===== src/rtl/bcd_mod_counter.sv =====
// Packed-BCD up/down modulo counter with synchronous load, wrap pulse and
// combinational cascade flag for chaining stages (e.g. seconds -> minutes -> hours).
module bcd_mod_counter #(
    parameter int unsigned DIGITS    = 2,
    parameter int unsigned MODULUS   = 24,
    parameter int unsigned RESET_VAL = 0
) (
    input  logic                  clk,
    input  logic                  reset,
    input  logic                  en,
    input  logic                  up,
    input  logic                  load,
    input  logic [4*DIGITS-1:0]   load_val,
    output logic [4*DIGITS-1:0]   count,
    output logic                  tc,
    output logic                  cascade_out,
    output logic                  load_err
);

    localparam int unsigned W = 4 * DIGITS;

    function automatic logic [W-1:0] to_bcd(input int unsigned v);
        logic [W-1:0] r;
        int unsigned  t;
        r = '0;
        t = v;
        for (int unsigned i = 0; i < DIGITS; i++) begin
            r[4*i +: 4] = 4'(t % 10);
            t = t / 10;
        end
        return r;
    endfunction

    localparam logic [W-1:0] MAX_BCD = to_bcd(MODULUS - 1);
    localparam logic [W-1:0] RST_BCD = to_bcd(RESET_VAL);

    logic [W-1:0] inc_val;
    logic [W-1:0] dec_val;
    logic         carry;
    logic         borrow;
    logic         digits_ok;
    logic         load_ok;
    logic         at_max;
    logic         at_zero;

    assign at_max  = (count == MAX_BCD);
    assign at_zero = (count == '0);

    // Ripple +1 / -1 across digits; only used when not at a terminal value,
    // so the top digit never carries or borrows out.
    always_comb begin
        inc_val = count;
        dec_val = count;
        carry   = 1'b1;
        borrow  = 1'b1;
        for (int unsigned i = 0; i < DIGITS; i++) begin
            if (carry) begin
                if (count[4*i +: 4] == 4'd9) begin
                    inc_val[4*i +: 4] = 4'd0;
                end else begin
                    inc_val[4*i +: 4] = count[4*i +: 4] + 4'd1;
                    carry = 1'b0;
                end
            end
            if (borrow) begin
                if (count[4*i +: 4] == 4'd0) begin
                    dec_val[4*i +: 4] = 4'd9;
                end else begin
                    dec_val[4*i +: 4] = count[4*i +: 4] - 4'd1;
                    borrow = 1'b0;
                end
            end
        end
    end

    // With every digit valid, packed-BCD ordering equals numeric ordering.
    always_comb begin
        digits_ok = 1'b1;
        for (int unsigned i = 0; i < DIGITS; i++) begin
            if (load_val[4*i +: 4] > 4'd9) begin
                digits_ok = 1'b0;
            end
        end
        load_ok = digits_ok && (load_val <= MAX_BCD);
    end

    assign cascade_out = en && (up ? at_max : at_zero);

    always_ff @(posedge clk) begin
        if (reset) begin
            count    <= RST_BCD;
            tc       <= 1'b0;
            load_err <= 1'b0;
        end else begin
            tc       <= 1'b0;
            load_err <= 1'b0;
            if (load) begin
                if (load_ok) begin
                    count <= load_val;
                end else begin
                    load_err <= 1'b1;
                end
            end else if (en) begin
                if (up) begin
                    if (at_max) begin
                        count <= '0;
                        tc    <= 1'b1;
                    end else begin
                        count <= inc_val;
                    end
                end else begin
                    if (at_zero) begin
                        count <= MAX_BCD;
                        tc    <= 1'b1;
                    end else begin
                        count <= dec_val;
                    end
                end
            end
        end
    end

endmodule


===== config.mk =====
export PLATFORM = sky130hd
export DESIGN_NAME = bcd_mod_counter
export DESIGN_NICKNAME = d
export VERILOG_FILES = /design/src/rtl/bcd_mod_counter.sv
export SDC_FILE = /design/constraint.sdc
export NUM_CORES = 1
export LEC_CHECK = 0
export ABC_AREA = 1
export ABC_CLOCK_PERIOD_IN_PS = 3970
export CORE_UTILIZATION = 55
export CTS_BUF_LIST = sky130_fd_sc_hd__clkbuf_2
export CTS_CLUSTER_SIZE = 14
export DETAILED_ROUTE_END_ITERATION = 16
export PLACE_DENSITY = 0.91
export SLEW_MARGIN = 10
export SYNTH_ARGS = -nofsm -noshare
export SYNTH_HDL_FRONTEND = slang
export SYNTH_SLANG_ARGS = --single-unit
export TNS_END_PERCENT = 50

===== constraint.sdc =====
create_clock -name clk -period 3.97 [get_ports clk]
set_input_delay 0.794 -clock clk [delete_from_list [all_inputs] [get_ports clk]]
set_output_delay 0.794 -clock clk [all_outputs]
set_load 0.02 [all_outputs]

==> flow_summary.ini <==
[status]
outcome = finished clean

[setup_path]
crit_path_max_incr_delay_ps = 630
cp.depth = 5
crit_fanout = 12
worstPathRequired_ps = 3180
crit_path_end_kind = output pin
r2r_slack_ps = 2210
reg2regPathDepth = 12
r2r_end = count[6]
startpoint_type = input port
critPathKind = input port to output pin
path_buf_inv = 3
path_common_cell = clkdlybuf4s50_1
rr_startpoint = count[4]
cp_cell_sequence = clkdlybuf4s50_1, nand2_1, o211ai_1, inv_1, clkdlybuf4s50_1
critical_path_arrival_ps = 2440
critical-path-top-delay-family = buffers and inverters
slowest_stage = clkdlybuf4s50_1

[sta]
maxSlewViolCount = 0
final_hold_viol_count = 0
rsz0062_at_grt = no
setup_violations = 0
fmax_mhz = 309
worstMarginPinSlew_ps = 449
tns_ps = 0
slew_headroom_pct = 70.0
finalCritPeriodShare_pct = 81.5
fin_crit_ps = 3230
clock_skew_ps = 1.94
holdWs_ps = 610

[placed_design]
postPlaceCellArea_um2 = 1240
port_buffers = 23
globalplace.congestion = 0.893
dpl.cell_count = 208
dpl.hpwl_um = 1940

[finish]
drive_gt1_share_pct = 7.49
antenna_cells = 0
regArea_um2 = 200
nNetsFinal = 209
fin_area_um2 = 1250
syn_to_final_growth_pct = 26.0
multi_input_area_um2 = 692
final_common_cell = nand2_1
fillers = 138
final_cells = 212
layout_common_cells = nand2_1, clkdlybuf4s50_1, inv_1, nor2_1, nand3_1

[clocking]
path_clk_slew_ps = 100
worstSkewPairLatency_ps = 250
cts.sink_count = 10
cts_root_buffer = clkbuf_2
cts_tree = built
clk_path_buf_depth = 2
cts-buffers-inserted = 3
cts_setup_buffers = 0
cts_resized = 0
cts_hold_buf = 0
ctsHtreeMaxLevel = 1

[detailed_routing]
detail_route.iter0.violations = 19
vias_per_cell = 5.26
wl_um = 2500
drc = 0
vias = 1116
wl_per_cell_um = 11.8
postRouteAntennaNets = 0
firstDrtPassIters = 4

[yosys]
ys_top_cells_by_area = dfxtp_1, nand2_1, ha_1, inv_1, nand3_1
synth_top_area_share_pct = 20.1
ys_seq_area_share_pct = 20.1
yosysWarnings = 0
syn_nets = 184
synth_cell_types = 25
yosys.area.top_type = dfxtp_1
synth_area_um2 = 996
ys_seq_elements = 10
synthCells = 163
synth.avg_cell_area_um2 = 6.11

[pwr]
p_per_area_nw_per_um2 = 264
total_power_mw = 0.332
irDropWorstVdd_mv = 0.247
p_leak_nw = 0.621

[worst_hold_path]
hold_depth = 2
min_to = count[3]
hold_path.class = flop to flop
hold_path_startpoint = count[3]

[global_routing]
grt_usage_pct = 26.7
antenna_found_initial = 0
grt_max_degree = 13
overflow = 0
grt_first_pass_wirelength_um = 3950
grt_pass1_vias = 983

[floorplanning]
rows = 15
dieHeight_um = 44.6
fp.dieW_um = 44.6
io_pins = 24
core_um2 = 1710
die_area_um2 = 1990
initial_core_util_pct = 58.3

[job]
cap_violations = 0
[cells by family after synthesis]
kind of cell / after synthesis / synth area share, %
xor gates and xnor gates: 3 / 2.64
and+or+nand+nor: 96 / 45.7
AOI/OAI and AO/OA: 21 / 11.1
adders and majority gates: 8 / 10.1
DFF: 10 / 20.1
buffers and inverters: 25 / 10.4
[flip-flops by register name (all words and copies together) (netlist names)]
| register | flops |
|---|---|
| tc | 1 |
| count | 8 |
| load_err | 1 |
[metal layers]
| layer | share of wire (%) | wire (µm) | up-vias | GRT usage [%] |
|---|---|---|---|---|
| li1 | - | - | 568 | - |
| met1 | 43 | 1070 | 509 | 33.3 |
| met2 | 51 | 1280 | 34 | 45.3 |
| met3 | 4.6 | 114 | 5 | 3.27 |
| met4 | 1.4 | 34 | 0 | 12.7 |
| met5 | 0 | 0 | - | 0 |
[metrics by stage]
stage,worst slack (ps),utilization [%]
2_1_floorplan,1800,-
4_1_cts,760,73.5
5_1_grt,670,73.5
6_report,735,73.5
3_3_place_gp,794,72.4
3_5_place_dp,777,72.4
[layout make-up]
type	instances	area share, %
Timing Repair Buffer	23	18.3
Sequential cell	10	16.0
Multi-Input combinational cell	128	55.1
Clock buffer	3	1.20
Clock inverter	1	0.299
Inverter	22	6.58
Tap cell	25	2.49
[cell usage after synthesis]
master and n:
nand2_1 50, inv_1 22, nor2_1 16, nand3_1 12, a21oi_1 10, dfxtp_1 10
ha_1 8, o21ai_0 7, nand4_1 5, nor2_2 3, buf_2 2, nand3_4 2
o21ai_1 2, or2_2 2, xnor2_1 2, buf_6 1, nand2_2 1, nand2_4 1
nand3_2 1, nor2_4 1, nor3_1 1, o211ai_1 1, o21bai_1 1, or2_1 1
xor2_1 1
[worst reg2reg max path: cells and delay by family (launching register included)]
kind / cells / cell delay, ps
and+or+nand+nor: 9 / 720
buffers and inverters: 2 / 230
DFF: 1 / 470
adders and majority gates: 1 / 250
[power breakdown]
part / internal [mW] / switching [mW]
clock network: 0.0219 / 0.0348
logic: 0.0640 / 0.0868
registers: 0.109 / 0.0157
total: 0.195 / 0.137
[worst max-delay path by stage]
stage               startpoint     endpoint  slack [ps]
finish                      up  cascade_out         740
global route                up  cascade_out         670
CTS                         up  cascade_out         760
detailed placement          up  cascade_out         780
global placement            up  cascade_out         790
floorplan             count[4]  cascade_out        1800
Power figures use the tool's default switching activity.
